### src/rtl/data_memory_dump_reader_pkg.sv
`default_nettype none
// ============================================================================
// Module      : data_memory_dump_reader_pkg
// Description : Shared types and constants for the data memory dump reader:
//               FSM state encoding, memory trunk mode codes and the
//               word-index to byte-address helper.
// Revision    : 1.0 - initial release
// ============================================================================
package data_memory_dump_reader_pkg;

    // Trunk mode codes understood by the data memory access block
    localparam logic [1:0] TRUNK_MODE_WORD = 2'b00;
    localparam logic [1:0] TRUNK_MODE_HALF = 2'b01;
    localparam logic [1:0] TRUNK_MODE_BYTE = 2'b10;

    // Dump FSM state encoding
    typedef enum logic [2:0] {
        ST_IDLE    = 3'd0,
        ST_ISSUE   = 3'd1,
        ST_WAIT    = 3'd2,
        ST_CAPTURE = 3'd3,
        ST_SEND    = 3'd4,
        ST_FINISH  = 3'd5
    } dump_state_t;

    // Word index to byte address: words are 4 bytes, so shift left by two
    function automatic logic [31:0] word_to_byte(input logic [31:0] word_idx);
        return {word_idx[29:0], 2'b00};
    endfunction

endpackage : data_memory_dump_reader_pkg
`default_nettype wire

### src/rtl/data_memory_dump_reader_if.sv
`default_nettype none
// ============================================================================
// Module      : data_memory_dump_reader_if
// Description : Memory access port and output word stream of the dump
//               reader. The master side is the reader, the slave side is
//               the memory block plus the transmit-path consumer.
// Revision    : 1.0 - initial release
// ============================================================================
interface data_memory_dump_reader_if #(
    parameter int DATA_W = 32,
    parameter int ADDR_W = 32
);
    // Memory access port
    logic              mem_read;
    logic              mem_write;
    logic [ADDR_W-1:0] mem_addr;
    logic [1:0]        mem_trunk_mode;
    logic              mem_shift_to_trunk;
    logic [DATA_W-1:0] mem_rdata;

    // Output word stream (valid/ready)
    logic [DATA_W-1:0] dout_data;
    logic              dout_valid;
    logic              dout_ready;

    modport master (
        output mem_read,
        output mem_write,
        output mem_addr,
        output mem_trunk_mode,
        output mem_shift_to_trunk,
        input  mem_rdata,
        output dout_data,
        output dout_valid,
        input  dout_ready
    );

    modport slave (
        input  mem_read,
        input  mem_write,
        input  mem_addr,
        input  mem_trunk_mode,
        input  mem_shift_to_trunk,
        output mem_rdata,
        input  dout_data,
        input  dout_valid,
        output dout_ready
    );

endinterface : data_memory_dump_reader_if
`default_nettype wire

### src/rtl/data_memory_dump_reader_dump_latency_counter.sv
`default_nettype none
// ============================================================================
// Module      : dump_latency_counter
// Description : Read-latency down counter. Loaded with READ_LAT-1 when a read
//               is issued, decremented while waiting; zero_next flags that
//               the current decrement brings the count to zero.
// Revision    : 1.0 - initial release
// ============================================================================
module dump_latency_counter #(
    parameter int READ_LAT = 1
) (
    input  wire logic clk,
    input  wire logic reset,
    input  wire logic load,
    input  wire logic dec,
    output logic      zero_next
);

    localparam int CNT_W = 2;

    logic [CNT_W-1:0] cnt_q;
    logic [CNT_W-1:0] cnt_d;

    // Next count: load has priority, decrement saturates at zero
    always_comb begin
        cnt_d = cnt_q;
        if (load) begin
            cnt_d = CNT_W'(READ_LAT - 1);
        end else if (dec && (cnt_q != '0)) begin
            cnt_d = cnt_q - CNT_W'(1);
        end
    end

    // Count register
    always_ff @(posedge clk or posedge reset) begin
        if (reset) begin
            cnt_q <= '0;
        end else begin
            cnt_q <= cnt_d;
        end
    end

    // A decrement from one lands on zero, so the data is ready next cycle
    always_comb begin
        zero_next = (cnt_q == CNT_W'(1));
    end

endmodule : dump_latency_counter
`default_nettype wire

### src/rtl/data_memory_dump_reader.sv
`default_nettype none
// ============================================================================
// Module      : data_memory_dump_reader
// Description : Walks a range of word-aligned data memory addresses, issues
//               one read per word and streams each returned word out over a
//               valid/ready port. Owns the memory port only while busy.
// Revision    : 1.0 - initial release
// ============================================================================
module data_memory_dump_reader
    import data_memory_dump_reader_pkg::*;
#(
    parameter int         DATA_W      = 32,
    parameter int         ADDR_W      = 32,
    parameter int         WORD_ADDR_W = 10,
    parameter int         READ_LAT    = 1,
    parameter logic [1:0] TRUNK_WORD  = TRUNK_MODE_WORD
) (
    input  wire logic                   clk,
    input  wire logic                   reset,
    input  wire logic                   start,
    input  wire logic [WORD_ADDR_W-1:0] base_word,
    input  wire logic [WORD_ADDR_W:0]   word_count,
    input  wire logic                   abort,
    output logic                        busy,
    output logic                        done,
    data_memory_dump_reader_if.master   bus
);

    dump_state_t             state_q,       state_d;
    logic [WORD_ADDR_W-1:0]  idx_q,         idx_d;
    logic [WORD_ADDR_W:0]    remaining_q,   remaining_d;
    logic [DATA_W-1:0]       dout_data_q,   dout_data_d;
    logic                    abort_pend_q,  abort_pend_d;

    logic lat_load;
    logic lat_dec;
    logic lat_zero_next;

    dump_latency_counter #(
        .READ_LAT (READ_LAT)
    ) u_lat_cnt (
        .clk       (clk),
        .reset     (reset),
        .load      (lat_load),
        .dec       (lat_dec),
        .zero_next (lat_zero_next)
    );

    // State and datapath registers
    always_ff @(posedge clk or posedge reset) begin
        if (reset) begin
            state_q      <= ST_IDLE;
            idx_q        <= '0;
            remaining_q  <= '0;
            dout_data_q  <= '0;
            abort_pend_q <= 1'b0;
        end else begin
            state_q      <= state_d;
            idx_q        <= idx_d;
            remaining_q  <= remaining_d;
            dout_data_q  <= dout_data_d;
            abort_pend_q <= abort_pend_d;
        end
    end

    // Next-state and datapath update logic
    always_comb begin
        state_d      = state_q;
        idx_d        = idx_q;
        remaining_d  = remaining_q;
        dout_data_d  = dout_data_q;
        abort_pend_d = abort_pend_q;
        lat_load     = 1'b0;
        lat_dec      = 1'b0;

        case (state_q)
            ST_IDLE: begin
                abort_pend_d = 1'b0;
                if (start) begin
                    idx_d       = base_word;
                    remaining_d = word_count;
                    state_d     = (word_count == '0) ? ST_FINISH : ST_ISSUE;
                end
            end

            ST_ISSUE: begin
                lat_load = 1'b1;
                if (abort) begin
                    state_d = ST_FINISH;
                end else if (READ_LAT == 1) begin
                    state_d = ST_CAPTURE;
                end else begin
                    state_d = ST_WAIT;
                end
            end

            ST_WAIT: begin
                lat_dec = 1'b1;
                if (abort) begin
                    state_d = ST_FINISH;
                end else if (lat_zero_next) begin
                    state_d = ST_CAPTURE;
                end
            end

            ST_CAPTURE: begin
                // An abort here drops the word before it is ever offered
                if (abort) begin
                    state_d = ST_FINISH;
                end else begin
                    dout_data_d = bus.mem_rdata;
                    state_d     = ST_SEND;
                end
            end

            ST_SEND: begin
                // The pending word always completes; an abort is remembered
                // until the handshake and then ends the dump
                if (abort) begin
                    abort_pend_d = 1'b1;
                end
                if (bus.dout_ready) begin
                    idx_d       = idx_q + WORD_ADDR_W'(1);
                    remaining_d = remaining_q - (WORD_ADDR_W + 1)'(1);
                    if ((remaining_q == (WORD_ADDR_W + 1)'(1)) || abort || abort_pend_q) begin
                        state_d = ST_FINISH;
                    end else begin
                        state_d = ST_ISSUE;
                    end
                end
            end

            ST_FINISH: begin
                abort_pend_d = 1'b0;
                state_d      = ST_IDLE;
            end

            default: begin
                state_d = ST_IDLE;
            end
        endcase
    end

    // Moore outputs decoded from the current state
    always_comb begin
        bus.mem_read           = (state_q == ST_ISSUE);
        bus.mem_write          = 1'b0;
        bus.mem_trunk_mode     = TRUNK_WORD;
        bus.mem_shift_to_trunk = 1'b1;
        bus.mem_addr           = '0;
        if ((state_q == ST_ISSUE) || (state_q == ST_WAIT) || (state_q == ST_CAPTURE)) begin
            bus.mem_addr = ADDR_W'(word_to_byte(32'(idx_q)));
        end
        bus.dout_data  = dout_data_q;
        bus.dout_valid = (state_q == ST_SEND);
        busy           = (state_q != ST_IDLE);
        done           = (state_q == ST_FINISH);
    end

endmodule : data_memory_dump_reader
`default_nettype wire

### src/flat_wrapper.sv
// flat-port wrapper written by rule: the top's interface ports become plain ports
module data_memory_dump_reader_flat import data_memory_dump_reader_pkg::*;
#(
    parameter int         DATA_W      = 32,
    parameter int         ADDR_W      = 32,
    parameter int         WORD_ADDR_W = 10,
    parameter int         READ_LAT    = 1,
    parameter logic [1:0] TRUNK_WORD  = TRUNK_MODE_WORD
)
  (clk, reset, start, base_word, word_count, abort, busy, done, bus_mem_read, bus_mem_write, bus_mem_addr, bus_mem_trunk_mode, bus_mem_shift_to_trunk, bus_mem_rdata, bus_dout_data, bus_dout_valid, bus_dout_ready);
  data_memory_dump_reader_if #(.DATA_W(DATA_W), .ADDR_W(ADDR_W)) bus_i ();
  input  wire logic clk;
  input  wire logic reset;
  input  wire logic start;
  input  wire logic [WORD_ADDR_W-1:0] base_word;
  input  wire logic [WORD_ADDR_W:0] word_count;
  input  wire logic abort;
  output logic busy;
  output logic done;
  output wire logic [$bits(bus_i.mem_read)-1:0] bus_mem_read;
  output wire logic [$bits(bus_i.mem_write)-1:0] bus_mem_write;
  output wire logic [$bits(bus_i.mem_addr)-1:0] bus_mem_addr;
  output wire logic [$bits(bus_i.mem_trunk_mode)-1:0] bus_mem_trunk_mode;
  output wire logic [$bits(bus_i.mem_shift_to_trunk)-1:0] bus_mem_shift_to_trunk;
  input wire logic [$bits(bus_i.mem_rdata)-1:0] bus_mem_rdata;
  output wire logic [$bits(bus_i.dout_data)-1:0] bus_dout_data;
  output wire logic [$bits(bus_i.dout_valid)-1:0] bus_dout_valid;
  input wire logic [$bits(bus_i.dout_ready)-1:0] bus_dout_ready;
  assign bus_mem_read = bus_i.mem_read;
  assign bus_mem_write = bus_i.mem_write;
  assign bus_mem_addr = bus_i.mem_addr;
  assign bus_mem_trunk_mode = bus_i.mem_trunk_mode;
  assign bus_mem_shift_to_trunk = bus_i.mem_shift_to_trunk;
  assign bus_i.mem_rdata = bus_mem_rdata;
  assign bus_dout_data = bus_i.dout_data;
  assign bus_dout_valid = bus_i.dout_valid;
  assign bus_i.dout_ready = bus_dout_ready;
  data_memory_dump_reader #(.DATA_W(DATA_W), .ADDR_W(ADDR_W), .WORD_ADDR_W(WORD_ADDR_W), .READ_LAT(READ_LAT), .TRUNK_WORD(TRUNK_WORD)) u_core (.clk(clk), .reset(reset), .start(start), .base_word(base_word), .word_count(word_count), .abort(abort), .busy(busy), .done(done), .bus(bus_i));
endmodule
### config.mk
export PLATFORM = sky130hd
export DESIGN_NAME = data_memory_dump_reader_flat
export DESIGN_NICKNAME = d
export VERILOG_FILES = /design/src/rtl/data_memory_dump_reader_pkg.sv /design/src/rtl/data_memory_dump_reader_if.sv /design/src/rtl/data_memory_dump_reader_dump_latency_counter.sv /design/src/rtl/data_memory_dump_reader.sv /design/src/flat_wrapper.sv
export SDC_FILE = /design/constraint.sdc
export NUM_CORES = 1
export LEC_CHECK = 0
export ABC_CLOCK_PERIOD_IN_PS = 2400
export CAP_MARGIN = 0
export CORE_UTILIZATION = 43
export DETAILED_ROUTE_END_ITERATION = 7
export PLACE_DENSITY_LB_ADDON = 0.08
export SLEW_MARGIN = 20
export SYNTH_ARGS = -nofsm -noshare
export SYNTH_HDL_FRONTEND = slang
export SYNTH_HIERARCHICAL = 1
export SYNTH_SLANG_ARGS = --single-unit
### constraint.sdc
create_clock -name clk -period 2.4 [get_ports clk]
set_input_delay 0.48 -clock clk [delete_from_list [all_inputs] [get_ports clk]]
set_output_delay 0.48 -clock clk [all_outputs]
set_load 0.02 [all_outputs]
==> flow_summary.toml <==
[detailed_routing]
drtAntennaViolNets = 0
drtIter0Drc = 144
drc = 0
vias_per_cell = 5.12
firstDrtPassIters = 4
vias = 2660
wl_per_cell_um = 14.5
routed_wl_um = 7560

[placement]
dp_hpwl_um = 5430
gp_congestion = 0.798
dp_slack_ns = 0.199
numPortBuffers = 103

[logic_synthesis]
ys_ff_latch = 59
synth-edff-count = 0
yosys.cell_types.count = 45
async_flop_share = 1.00
ys_seq_area_frac = 0.469
synth_warnings = 6
syn-instance-count = 311
syn-cell-area_um2 = 3150
ys.flop_type = "dfrtp_1"
avgSynthCellArea_um2 = 10.1

[critical_path]
slowest_delay_ns = 0.64
cp_slowest_cell = "clkdlybuf4s50_1"
critPathRequiredTime_ns = 1.92
crit_fanout = 9
cp_cell_sequence = "buf_4, nor3_1, clkdlybuf4s50_1"
cp.arrival_ns = 1.84
worstSetupPathType = "flop to output pin"
start_kind = "flop"
end_kind = "output pin"

[sta]
skew_ns = 0.00881
finalCritPeriodShare = 0.968
fmax_ghz = 0.430
slew_violations = 0
fin_tns_setup_ns = 0
setup_viol = 0
worst_slack_ns = 0.0766
rsz0062_at_grt = "false"
finalHoldViolCount = 0
post-route-min-period_ns = 2.32
whs_ns = 0.350

[grt]
grt_use_total = 0.213
grt_max_degree = 40
gr-total-overflow = 0
grt_pass1_wl_um = 12500
antenna_found_initial = 0
grt_pass1_vias = 2663

[clocking]
hold_buffers = 0
cts_buffers = 9
clkLatencyLatePin_ns = 0.33
clk_pin_slew_worst_paths_ns = 0.06
htreeDepth = 3
cts_sinks = 59
cts_tree = "built"
cts_buffer_depth = 2
root_buffer = "clkbuf_8"

[die]
die_x_um = 87.6
rows = 30
coreArea_um2 = 6940
dieHeight_um = 87.6
start_util = 0.454
die_area_um2 = 7670
io_pins = 130

[run]
drv_cap = 0

[layout]
antenna_cells = 0
drive_gt1_frac = 0.165
multi_input_area_um2 = 1470
nets = 483
nFillCells = 594
synthToLayoutAreaGrowth_pct = 40.2
regArea_um2 = 1480

[power]
powerDensity_nw_per_um2 = 1270
clkPwrFrac = 0.147
comb_power_share = 0.523
sw_frac_of_total = 0.402
power_mw = 5.59
switchingPower_mw = 2.25
ir_drop_mv = 0.640
intPower_mw = 3.35
power_frac_seq = 0.331
power_leakage_nw = 1.89

[worst_hold_path]
hold_path.class = "primary input to async pin"

[outcome]
status = "finished clean"
==> state kept, by name, summed over array words and instances, names as in the netlist <==
name                    count
u_core/bus.dout_data       32
u_core/remaining_q         11
u_core/idx_q               10
u_core/state_q              3
u_core/u_lat_cnt/cnt_q      2
u_core/abort_pend_q         1
==> synth_stat cells, types with 3 or more instances <==
cell,n,share of area
nand2_1,16,0.019
nor2_1,15,0.018
o32ai_1,4,0.011
clkbuf_1,12,0.014
dfrtp_1,59,0.47
inv_1,12,0.014
mux2_2,33,0.12
nor4_1,3,0.0060
buf_4,26,0.062
ha_1,5,0.020
a21oi_1,25,0.040
a31oi_1,3,0.0060
and2_1,8,0.016
a2bb2oi_1,5,0.014
a22oi_1,3,0.0072
nand3_1,7,0.011
nor3_1,10,0.016
nor2b_1,3,0.0060
o22ai_1,7,0.014
o21ai_0,20,0.032
==> final timing paths <==
check / cells past startpoint / start / end / slack, ns
worst max-delay path: 3 / u_core/state_q[2] / bus_mem_addr[4] / 0.08
worst min register to register: 1 / u_core/bus.dout_data[9] / u_core/bus.dout_data[9] / 0.50
worst min-delay path: 2 / reset / u_core/u_lat_cnt/cnt_q[0] / 0.35
worst max register to register: 6 / u_core/remaining_q[0] / u_core/remaining_q[10] / 0.27
min in group clk: 1 / u_core/bus.dout_data[9] / u_core/bus.dout_data[9] / 0.50
max in group asynchronous: 3 / reset / u_core/state_q[0] / 1.30
==> cell families after synthesis <==
family          synth area share
compound gates             0.152
simple gates               0.135
flops                      0.469
buf+inv                   0.0950
mux                        0.124
fa+ha+maj                 0.0199
other cells              0.00238
xor+xnor                 0.00278
==> critical path, delay by kind of cell (launching register included) <==
kind          cells  cell delay [ns]
buf+inv           2             0.84
flops             1             0.46
simple gates      1             0.22
==> metal layers <==
metal | global-route usage | routed length (um) | vias up
met5 | 0 | 0 | -
met4 | 0.0790 | 63 | 0
met3 | 0.0952 | 800 | 6
met2 | 0.317 | 3440 | 122
met1 | 0.273 | 3250 | 1257
li1 | - | - | 1275
==> metrics by stage <==
step	util	cells	cell area, um^2
2_1_floorplan	-	335	3240
3_3_place_gp	0.612	505	4250
3_5_place_dp	0.612	505	4250
4_1_cts	0.636	520	4410
5_1_grt	0.636	520	4420
6_report	0.636	520	4420
==> cells in the final DEF, fill, tap and decap left out, types with 2 or more instances in the layout <==
master           count
a22oi_1              3
nand3_1              7
ha_1                 5
conb_1              26
mux2_2              33
nor2b_1              3
dlygate4sd2_1       10
nand2_1             16
clkinv_2             2
nor4_1               3
or3_1                2
nand2b_1             2
and3_1               2
mux2i_1              2
inv_1               11
and2_1               8
a31oi_1              3
clkdlybuf4s50_1     92
nor2_1              14
o22ai_1              7
and2b_2              2
clkbuf_8            12
o21ai_0             20
a2bb2oi_1            5
o21a_1               2
dfrtp_1             58
nor3_1               9
buf_4               11
or4b_4               2
o32ai_1              4
o211ai_1             2
a21oi_1             25
==> repair_timing <==
| item | 4_1_cts | 5_1_grt |
|---|---|---|
| gates resized for setup | 11 | 1 |
| gates cloned | 0 | 0 |
| setup endpoints to repair | 10 | 1 |
| pin swaps | 0 | 0 |
| setup buffers | 0 | 0 |
==> power by group through the flow <==
stage                     sequential [mW]  combinational, mW  clock [mW]
after CTS                            1.85               2.94       0.848
final                                1.85               2.92       0.821
after global routing                 1.94               3.18       0.880
after floorplan                      2.11               1.46           0
after global placement               1.83               2.97           0
after detailed placement             1.86               3.01           0
==> cell type report <==
cell class / instances / area share
clock buffers: 13 / 0.0382
clock inverters: 2 / 0.00227
inverters: 12 / 0.0102
multi-input cells: 223 / 0.333
flip-flops and latches: 59 / 0.335
well taps: 96 / 0.0272
repair buffers: 115 / 0.254
Note: power is estimated with default switching activity, not from simulation.
